==> src/rtl/mmul_sequencer.sv <==
// mmul_sequencer: steps register-file reads through the systolic array, flushes the skew, then drains and clears
module mmul_sequencer #(
    parameter int N       = 4,
    parameter int RADDR_W = 3
) (
    input  logic                 clk_i,
    input  logic                 rst_i,
    input  logic                 dec_valid_i,
    input  logic [RADDR_W-1:0]   dec_src1_i,
    input  logic [RADDR_W-1:0]   dec_src2_i,
    input  logic                 dec_drain_i,
    input  logic                 dec_we_i,
    input  logic [RADDR_W-1:0]   dec_dest_i,
    output logic                 dec_ready_o,
    output logic                 rf_rd_en_o,
    output logic [RADDR_W-1:0]   rf_rd_a_o,
    output logic [RADDR_W-1:0]   rf_rd_b_o,
    output logic [$clog2(N)-1:0] rf_rd_k_o,
    output logic                 pe_en_o,
    output logic                 pe_clear_o,
    output logic                 drain_en_o,
    output logic [$clog2(N)-1:0] drain_row_o,
    output logic                 rf_wr_en_o,
    output logic [RADDR_W-1:0]   rf_wr_addr_o,
    output logic                 busy_o,
    output logic                 done_o
);
    localparam int KW = $clog2(N);
    localparam int CW = $clog2(2 * N - 1);
    typedef enum logic [2:0] {CLEAR, IDLE, FEED, FLUSH, DRAIN} state_t;
    state_t             state;
    logic [CW-1:0]      cnt;
    logic               drain_q, we_q;
    logic [RADDR_W-1:0] a_q, b_q, dest_q;
    logic               row_last, flush_last;
    assign row_last   = cnt == CW'(N - 1);
    assign flush_last = cnt == CW'(2 * N - 3);
    always_ff @(posedge clk_i) begin
        if (rst_i) begin
            state   <= CLEAR;
            cnt     <= '0;
            drain_q <= 1'b0;
            we_q    <= 1'b0;
            a_q     <= '0;
            b_q     <= '0;
            dest_q  <= '0;
        end else begin
            case (state)
                CLEAR: begin
                    state <= IDLE;
                    cnt   <= '0;
                end
                IDLE: if (dec_valid_i) begin
                    state   <= FEED;
                    cnt     <= '0;
                    a_q     <= dec_src1_i;
                    b_q     <= dec_src2_i;
                    drain_q <= dec_drain_i;
                    we_q    <= dec_we_i;
                    dest_q  <= dec_dest_i;
                end
                FEED: begin
                    state <= row_last ? FLUSH : FEED;
                    cnt   <= row_last ? '0 : cnt + 1'b1;
                end
                FLUSH: begin
                    state <= flush_last ? (drain_q ? DRAIN : IDLE) : FLUSH;
                    cnt   <= flush_last ? '0 : cnt + 1'b1;
                end
                DRAIN: begin
                    state <= row_last ? CLEAR : DRAIN;
                    cnt   <= row_last ? '0 : cnt + 1'b1;
                end
                default: begin
                    state <= CLEAR;
                    cnt   <= '0;
                end
            endcase
        end
    end
    assign dec_ready_o  = state == IDLE;
    assign busy_o       = state != IDLE;
    assign rf_rd_en_o   = state == FEED;
    assign rf_rd_k_o    = state == FEED ? cnt[KW-1:0] : '0;
    assign rf_rd_a_o    = a_q;
    assign rf_rd_b_o    = b_q;
    assign pe_en_o      = state == FEED || state == FLUSH;
    assign pe_clear_o   = state == CLEAR;
    assign drain_en_o   = state == DRAIN;
    assign drain_row_o  = state == DRAIN ? cnt[KW-1:0] : '0;
    // we is only honoured while draining, so an illegal non-draining write never reaches the register file
    assign rf_wr_en_o   = state == DRAIN && we_q;
    assign rf_wr_addr_o = dest_q;
    assign done_o       = (state == FLUSH && flush_last && !drain_q) || (state == DRAIN && row_last);
endmodule

==> config.mk <==
export PLATFORM = sky130hd
export DESIGN_NAME = mmul_sequencer
export DESIGN_NICKNAME = d
export VERILOG_FILES = /design/src/rtl/mmul_sequencer.sv
export SDC_FILE = /design/constraint.sdc
export NUM_CORES = 1
export LEC_CHECK = 0
export CAP_MARGIN = 0
export CORE_ASPECT_RATIO = 1.4
export CORE_UTILIZATION = 39
export CTS_BUF_LIST = sky130_fd_sc_hd__clkbuf_8
export DETAILED_ROUTE_END_ITERATION = 10
export PLACE_DENSITY = 0.76
export SLEW_MARGIN = 40
export SYNTH_ARGS = -nofsm -noshare
export SYNTH_HDL_FRONTEND = slang
export SYNTH_SLANG_ARGS = --single-unit
==> constraint.sdc <==
create_clock -name clk_i -period 1.4 [get_ports clk_i]
set_input_delay 0.28 -clock clk_i [delete_from_list [all_inputs] [get_ports clk_i]]
set_output_delay 0.28 -clock clk_i [all_outputs]
set_load 0.01 [all_outputs]
==> metrics.yaml, run 1 <==
outcome:
  outcome: "complete, but fails checks"
  violations: "setup timing"
yosys:
  synth_seq_cells: 17
  synth_fp_nets: 129
  synth_area_leader_cell: "dfxtp_1"
  synth_edf_count: 0
  netlist_area_um2: 862
  ys_top_cells_by_area: "dfxtp_1 39%, nand2_1 10%, a21oi_1 7.5%"
  ys.flop_type: "dfxtp_1"
  seq_area_frac_synth_pct: 39.5
  synth_cells: 111
  ys_warn_count: 0
  ys_async_sr_fraction_pct: 0
  ys_types: 31
  avgSynthCellArea_um2: 7.77
  synth.top_cell.area_share_pct: 39.5
cts:
  clock_sinks: 17
  insertion_delay_ps: 250
  clock_path_buffers: 2
  clk_pin_slew_worst_paths_ps: 70
  cts_root_buf: "clkbuf_8"
  cts_tree: "yes"
  h-tree-depth: 1
  numCtsBuffers: 3
min_path:
  min_from: "rf_rd_a_o[2]$_SDFFE_PP0P_"
  hp-class: "register to register"
timing:
  tightest_slew_ps: 310
  hold_viol_final: 0
  fmax_mhz: 580
  finalSetupViolCount: 26
  setup_ws_ps: -324
  period_needed_ps: 1720
  hold_ws_ps: 490
  slew_headroom_pct: 79.2
  grt_setup_unrepaired: "true"
  period_share_pct: 123
  slew_viol_final: 0
  clock_skew_ps: 1.29
final_layout:
  syn2layout_area_growth_pct: 121
  final_layout_size_suffix_gt1_share_pct: 62.8
  final_common_cell: "buf_4"
  nNetsFinal: 199
  final_cell_mix: "24 x buf_4, 16 x buf_6, 12 x nand2_1, 12 x clkdlybuf4s50_1"
  n_antenna_cell: 0
  final_core_util_pct: 94.1
die:
  fp-row-count: 19
  ios: 35
  die_x_um: 41.7
  dieArea_um2: 2410
  core_area_um2: 2020
  start_util_pct: 42.7
  die_y_um: 57.6
worst_setup_path:
  critical_path_required_ps: 1120
  r2r_start: "cnt[2]$_SDFFE_PP0P_"
  critical_path_class: "register to output pin"
  crit_path_start_kind: "register"
  cp-startpoint: "cnt[1]$_SDFFE_PP0P_"
  arrival_ps: 1440
  cp-end-kind: "output pin"
  crit_fanout: 3
run:
  cap_viol_max_count: 0
grt:
  grt.total_usage_pct: 28.3
  grt_antenna_before_repair: 0
  grt_max_degree: 12
  grt_pass1_vias: 1131
  gr-total-overflow: 0
  grt_pass1_wl_um: 5240
drt:
  postRouteAntennaNets: 0
  routed_wl_um: 4420
  vias: 1172
  drtIter0Drc: 40
  drc: 0
  wl_per_cell_um: 22.0
  dr.pass1.iters: 4
  viasPerCell: 5.83
power:
  leakage_uw: 0.000805
  powerDensity_nw_per_um2: 771
  irDropWorstVdd_mv: 1.02
placed_design:
  io_buffers: 34
  gp_congestion: 0.883
  dp_hpwl_um: 1880
==> power breakdown <==
group	switching, uW	internal, uW
Clock	175	195
Combinational	244	295
Sequential	45.1	511
Total	465	1000
==> layout make-up <==
class	count	area, um2
inverter	8	32.5
clock buffer	3	41.3
tap	21	26.3
fill	62	119
timing repair buffer	72	653
sequential	17	360
multi-input combinational	79	785
clock inverter	1	3.75
==> registers in the layout (all words and copies together), names as in the netlist <==
signal	cells
cnt	3
rf_rd_a_o	3
rf_rd_b_o	3
rf_wr_addr_o	3
state	3
drain_q	1
we_q	1
==> metal layers <==
| layer | global-route usage [%] | vias up | part of all wire [%] |
|---|---|---|---|
| li1 | - | 518 | - |
| met1 | 30.6 | 567 | 35 |
| met2 | 55.8 | 72 | 56 |
| met3 | 2.18 | 15 | 5.1 |
| met4 | 11.1 | 0 | 3.8 |
| met5 | 0 | - | 0 |
==> synth_stat cells, drive strengths merged (2+ instances only) <==
| cell | count |
|---|---|
| nand2 | 24 |
| dfxtp | 17 |
| ha | 4 |
| nand2b | 3 |
| nor2 | 4 |
| o21a | 2 |
| a21oi | 13 |
| buf | 3 |
| a31oi | 2 |
| nor3 | 3 |
| clkbuf | 4 |
| inv | 8 |
| nor4bb | 2 |
| and3 | 4 |
| nor3b | 2 |
==> what timing repair did <==
action | in CTS | in global routing
buffers inserted | 8 | 2
gates resized for setup | 125 | 40
setup endpoints to repair | 31 | 26
cloned | 2 | 0
hold buffers | 0 | 0
pin swaps | 27 | 16
==> path summary, 6_finish.rpt <==
check                                            endpoint  slack (ps)  cells past startpoint
worst min register to register  rf_rd_a_o[2]$_SDFFE_PP0P_         490                      2
worst min-delay path            rf_rd_a_o[2]$_SDFFE_PP0P_         490                      2
worst max register to register        cnt[1]$_SDFFE_PP0P_        -190                      6
worst max-delay path                               done_o        -320                      6
==> per-stage QoR <==
step / instances / TNS [ps] / area [um2] / power, uW / setup slack [ps]
detailed placement: 187 / -6970 / 1420 / 890 / -309
global placement: 187 / -6170 / 1420 / 882 / -286
global route: 201 / -3440 / 1900 / 1510 / -318
finish: 201 / -2810 / 1900 / 1470 / -324
CTS: 201 / -1250 / 1720 / 1350 / -119
floorplan: 111 / 0 / 868 / 673 / 17.8
==> cell families after synthesis <==
kind of cell,Yosys count,share of synthesized area [%]
simple gates,51,30.8
compound gates,24,17.0
flops,17,39.5
buf+inv,15,6.97
fa+ha+maj,4,5.81
==> worst max-delay path, stage by stage, from the launching register on <==
cell	delay [ps]
dfxtp_4	360
inv_2	80
ha_4	140
nand3_2	120
nor3_2	230
a21o_1	130
buf_2	120
Power figures use the tool's default switching activity.
==> run 2: changes to the inputs <==
--- a/config.mk
+++ b/config.mk
@@ -6,7 +6,7 @@
 export NUM_CORES = 1
 export LEC_CHECK = 0
 export CAP_MARGIN = 0
-export CORE_ASPECT_RATIO = 1.4
+export CORE_ASPECT_RATIO = 0.7
 export CORE_UTILIZATION = 39
 export CTS_BUF_LIST = sky130_fd_sc_hd__clkbuf_8
 export DETAILED_ROUTE_END_ITERATION = 10
==> metrics.yaml, run 2 (synthesis results as in run 1) <==
worst_setup_path:
  critical_path_class: "register to output pin"
  cp-startpoint: "state[1]$_SDFFE_PP0P_"
  crit_chain: "nor2_4 -> buf_6 -> buf_6 -> and3_1 -> buf_2"
  crit_fanout: 5  # +2
  arrival_ps: 1350  # -90 ps
  cpPeakStageDelay_ps: 400  # +40 ps
  crit_path_start_kind: "register"
  cp_slowest_cell: "dfxtp_4"
  r2r_start: "state[2]$_SDFFE_PP0P_"
  critPathMostFrequentCell: "buf_6"
  critical_path_required_ps: 1120  # about the same
  r2r_cells: 6  # unchanged
  cp-end-kind: "output pin"
cts:
  clock_sinks: 17  # unchanged
  insertion_delay_ps: 270  # +20 ps
  cts_hold_buf: 0  # unchanged
  clock_path_buffers: 2  # unchanged
  numCtsBuffers: 3  # unchanged
  h-tree-depth: 1  # unchanged
  clk_pin_slew_worst_paths_ps: 80  # about the same
  cts_tree: "yes"
  cts_root_buf: "clkbuf_8"
die:
  start_util_pct: 43.8  # +1.1 points
  dieArea_um2: 2410  # about the same
  core_area_um2: 1970  # -2.6%
  fp-row-count: 13  # -6
  ios: 35  # unchanged
  die_y_um: 41.3  # -28%
  die_x_um: 58.2  # +39%
final_layout:
  nNetsFinal: 201  # +1.0%
  final_layout_size_suffix_gt1_share_pct: 62.6  # -0.14 points
  final_core_util_pct: 96.9  # +2.8 points
  final_common_cell: "buf_4"
  n_antenna_cell: 0  # unchanged
  final_cell_mix: "24 x buf_4, 18 x buf_6, 13 x nand2_1"
  syn2layout_area_growth_pct: 121
  fin_area_um2: 1910  # +0.26%
placed_design:
  dpl_cell_area_um2: 1430  # +0.26%
  gp_congestion: 0.854  # -3.3%
  dp_hpwl_um: 2060  # +9.3%
  io_buffers: 34  # unchanged
  dp_slack_ps: -361  # -51.4 ps
grt:
  grt_antenna_before_repair: 0  # unchanged
  gr-total-overflow: 0  # unchanged
  grt.total_usage_pct: 33.2  # +4.8 points
  grt_pass1_wl_um: 5510  # +5.3%
  grt_pass1_vias: 1096  # -3.1%
  grt_max_degree: 12  # unchanged
timing:
  finalSetupViolCount: 26  # unchanged
  period_needed_ps: 1630  # -93.8 ps
  hold_viol_final: 0  # unchanged
  period_share_pct: 116  # -6.7 points
  slew_headroom_pct: 78.8  # -0.45 points
  tightest_slew_ps: 314  # +3.74 ps
  fmax_mhz: 613  # +5.8%
  grt_setup_unrepaired: "true"
  clock_skew_ps: 10.5  # +9.24 ps
  slew_viol_final: 0  # unchanged
  setup_ws_ps: -231  # +93.8 ps
drt:
  postRouteAntennaNets: 0  # unchanged
  dr.pass1.iters: 6  # +2
  drc: 0  # unchanged
  routed_wl_um: 4890  # +11%
  vias: 1291  # +10%
  viasPerCell: 6.09  # +4.4%
  drtIter0Drc: 85  # +110%
  wl_per_cell_um: 23.1  # +5.0%
power:
  powerDensity_nw_per_um2: 784  # +1.7%
  irDropWorstVdd_mv: 0.672  # -34%
  leakage_uw: 0.000831  # +3.2%
outcome:
  outcome: "complete, but fails checks"
  violations: "setup timing"
run:
  cap_viol_max_count: 0  # unchanged
min_path:
  hold_depth: 2  # unchanged
  hp-class: "register to register"
  min_from: "rf_rd_a_o[1]$_SDFFE_PP0P_"
[run 2: layer usage]
metal	GRT usage [%]	part of all wire [%]
met2	62.4	47
met1	39.5	37
met5	0	0
met3	6.48	10
met4	12.5	6.5
[run 2: worst paths after layout]
kind / slack, ps / end
worst max-delay path: -230 / drain_row_o[1]
worst min register to register: 490 / rf_rd_a_o[1]$_SDFFE_PP0P_
worst max register to register: -200 / rf_wr_addr_o[2]$_SDFFE_PP0P_
worst min-delay path: 490 / rf_rd_a_o[1]$_SDFFE_PP0P_
[run 2: report_power, final]
group	total [uW]	switching, uW	leakage [uW]	internal, uW
Combinational	549	257	0.000663	291
Sequential	561	48.9	0.000142	512
Clock	385	186	0.0000255	198
[run 2: critical path: cells and delay by family (launching register included)]
| kind | cells | cell delay (ps) |
|---|---|---|
| flops | 1 | 400 |
| buf+inv | 3 | 330 |
| simple gates | 2 | 350 |
[run 2: final cells by class]
cell class              instances  area [um2]
repair buffers                 74         679
flip-flops and latches         17         358
fillers                        34        61.3
multi-input cells              79         751
clock buffers                   3        41.3
well taps                      30        37.5
inverters                       8        35.0
clock inverters                 1        5.00
[run 2: what timing repair did]
action | 4_1_cts | 5_1_grt
buffers inserted | 3 | 9
hold endpoints to repair | 0 | 0
setup endpoints to repair | 34 | 27
gates cloned | 2 | 0
pin swaps | 27 | 14
gates resized for setup | 117 | 50
[run 2: per-stage QoR]
stage / setup TNS (ps) / cells / power (uW) / hold slack, ps
3_3_place_gp: -6170 / 195 / 881 / 442
2_1_floorplan: 0 / 111 / 673 / 416
3_5_place_dp: -6960 / 195 / 893 / 449
5_1_grt: -4620 / 212 / 1530 / 502
6_report: -3970 / 212 / 1490 / 488
4_1_cts: -2080 / 204 / 1350 / 462
==> run 3: changes to the inputs <==
--- a/config.mk
+++ b/config.mk
@@ -6,7 +6,7 @@
 export NUM_CORES = 1
 export LEC_CHECK = 0
 export CAP_MARGIN = 0
-export CORE_ASPECT_RATIO = 0.7
+export CORE_MARGIN = 5
 export CORE_UTILIZATION = 39
 export CTS_BUF_LIST = sky130_fd_sc_hd__clkbuf_8
 export DETAILED_ROUTE_END_ITERATION = 10
==> metrics.yaml, run 3 (synthesis results as in run 1) <==
final_layout:
  n_antenna_cell: 0  # unchanged
  final_cell_mix: "25 x buf_4, 21 x buf_6, 12 x clkdlybuf4s50_1"
  final_cells: 209  # -1.4%
  final_common_cell: "buf_4"
  fillers: 98  # +190%
  syn2layout_area_growth_pct: 123
  fin_area_um2: 1920  # +0.85%
  final_layout_size_suffix_gt1_share_pct: 65.7  # +3.1 points
  nNetsFinal: 200  # -0.50%
timing:
  period_needed_ps: 1610  # -16.1 ps
  tightest_slew_ps: 321  # +6.52 ps
  finalSetupViolCount: 26  # unchanged
  period_share_pct: 115  # -1.2 points
  slew_headroom_pct: 78.6  # -0.20 points
  hold_viol_final: 0  # unchanged
  grt_setup_unrepaired: "true"
  slew_viol_final: 0  # unchanged
  clock_skew_ps: 2.36  # -8.17 ps
  setup_ws_ps: -214  # +16.1 ps
  fmax_mhz: 619  # +1.0%
die:
  die_y_um: 57.0  # +38%
  dieArea_um2: 3250  # +35%
  ios: 35  # unchanged
  die_x_um: 57.0  # -2.0%
  start_util_pct: 39.7  # -4.1 points
  core_area_um2: 2170  # +10%
  fp-row-count: 17  # +4
drt:
  postRouteAntennaNets: 0  # unchanged
  vias: 1136  # -12%
  wl_per_cell_um: 19.4  # -16%
  routed_wl_um: 4050  # -17%
  dr.pass1.iters: 4  # -2
  drc: 0  # unchanged
  viasPerCell: 5.44  # -11%
  drtIter0Drc: 63  # -26%
worst_setup_path:
  endpoint: "cnt[1]$_SDFFE_PP0P_"
  rr_endpoint: "cnt[1]$_SDFFE_PP0P_"
  arrival_ps: 1770  # +420 ps
  critical_path_class: "register to register"
  reg2reg_slack_ps: -210  # about the same
  r2r_start: "cnt[0]$_SDFFE_PP0P_"
  critical_path_required_ps: 1560  # +440 ps
  cp-end-kind: "register"
  r2r_cells: 6  # unchanged
  crit_fanout: 3  # -2
  cp-startpoint: "cnt[0]$_SDFFE_PP0P_"
  crit_path_start_kind: "register"
placed_design:
  dpl_cell_area_um2: 1390  # -2.2%
  io_buffers: 34  # unchanged
  dp_cells: 190  # -2.6%
  gp_congestion: 0.847  # -0.85%
  dp_hpwl_um: 2000  # -3.0%
  dp_slack_ps: -357  # +3.63 ps
grt:
  grt_pass1_wl_um: 5280  # -4.3%
  grt_pass1_vias: 1180  # +7.7%
  grt_max_degree: 11  # -1
  grt_antenna_before_repair: 0  # unchanged
  grt.total_usage_pct: 20.2  # -13 points
  gr-total-overflow: 0  # unchanged
cts:
  clk_pin_slew_worst_paths_ps: 70  # about the same
  clock_path_buffers: 2  # unchanged
  insertion_delay_ps: 250  # -20 ps
  numCtsBuffers: 3  # unchanged
  clock_sinks: 17  # unchanged
  cts_root_buf: "clkbuf_8"
  cts_tree: "yes"
  h-tree-depth: 1  # unchanged
run:
  cap_viol_max_count: 0  # unchanged
min_path:
  hp-class: "register to register"
outcome:
  violations: "setup timing"
  outcome: "complete, but fails checks"
power:
  powerDensity_nw_per_um2: 757  # -3.4%
  leakage_uw: 0.000830  # about the same
  irDropWorstVdd_mv: 0.663  # -1.3%
-- run 3: worst min path at each step --
stage | start | end | slack [ps] | depth (start not counted)
floorplan | dec_we_i | we_q$_SDFFE_PP0P_ | 420 | 2
global placement | rf_rd_a_o[0]$_SDFFE_PP0P_ | rf_rd_a_o[0]$_SDFFE_PP0P_ | 440 | 2
detailed placement | rf_wr_addr_o[0]$_SDFFE_PP0P_ | rf_wr_addr_o[0]$_SDFFE_PP0P_ | 450 | 2
CTS | rf_rd_a_o[0]$_SDFFE_PP0P_ | rf_rd_a_o[0]$_SDFFE_PP0P_ | 460 | 2
global route | rf_rd_b_o[2]$_SDFFE_PP0P_ | rf_rd_b_o[2]$_SDFFE_PP0P_ | 490 | 2
finish | rf_rd_a_o[0]$_SDFFE_PP0P_ | rf_rd_a_o[0]$_SDFFE_PP0P_ | 480 | 2
-- run 3: layer usage --
| metal | global-route usage [%] | share of wire, % | vias to the layer above |
|---|---|---|---|
| met5 | 0 | 0 | - |
| met4 | 7.62 | 1.4 | 0 |
| met3 | 5.88 | 7.3 | 8 |
| met2 | 36.5 | 52 | 63 |
| met1 | 22.1 | 39 | 544 |
| li1 | - | - | 521 |
-- run 3: worst max-delay path: stages (launching register included) --
cell and delay [ps]:
dfxtp_4 370, ha_4 170, ha_4 160, buf_6 120, nor4b_4 330, a31oi_2 90
o31ai_2 270
-- run 3: layout make-up --
type	instances	area [um2]	area share, %
multi-input cells	79	769	40.0
repair buffers	73	682	35.5
flip-flops and latches	17	360	18.7
clock buffers	3	41.3	2.15
well taps	28	35.0	1.82
inverters	8	30.0	1.56
clock inverters	1	5.00	0.260
-- run 3: report_power, final --
group          switching (uW)  total [uW]  internal [uW]
Clock                     172         370            198
Sequential               40.1         551            510
Combinational             242         536            294
Total                     454        1460           1000
-- run 3: repair_timing --
item / 4_1_cts / 5_1_grt
resized for setup: 123 / 51
hold buffers: 0 / 0
pin swaps: 33 / 19
buffers inserted: 11 / 4
setup endpoints to repair: 34 / 27
hold endpoints to repair: 0 / 0
gates cloned: 2 / 0
-- run 3: through the flow --
step | util [%] | hold slack (ps) | TNS (ps) | power [uW]
after floorplan | - | 416 | 0 | 673
after global placement | 64.2 | 442 | -6980 | 868
after detailed placement | 64.2 | 448 | -7470 | 876
after CTS | 77.6 | 462 | -920 | 1340
after global routing | 88.6 | 488 | -2910 | 1520
final | 88.6 | 476 | -1990 | 1460
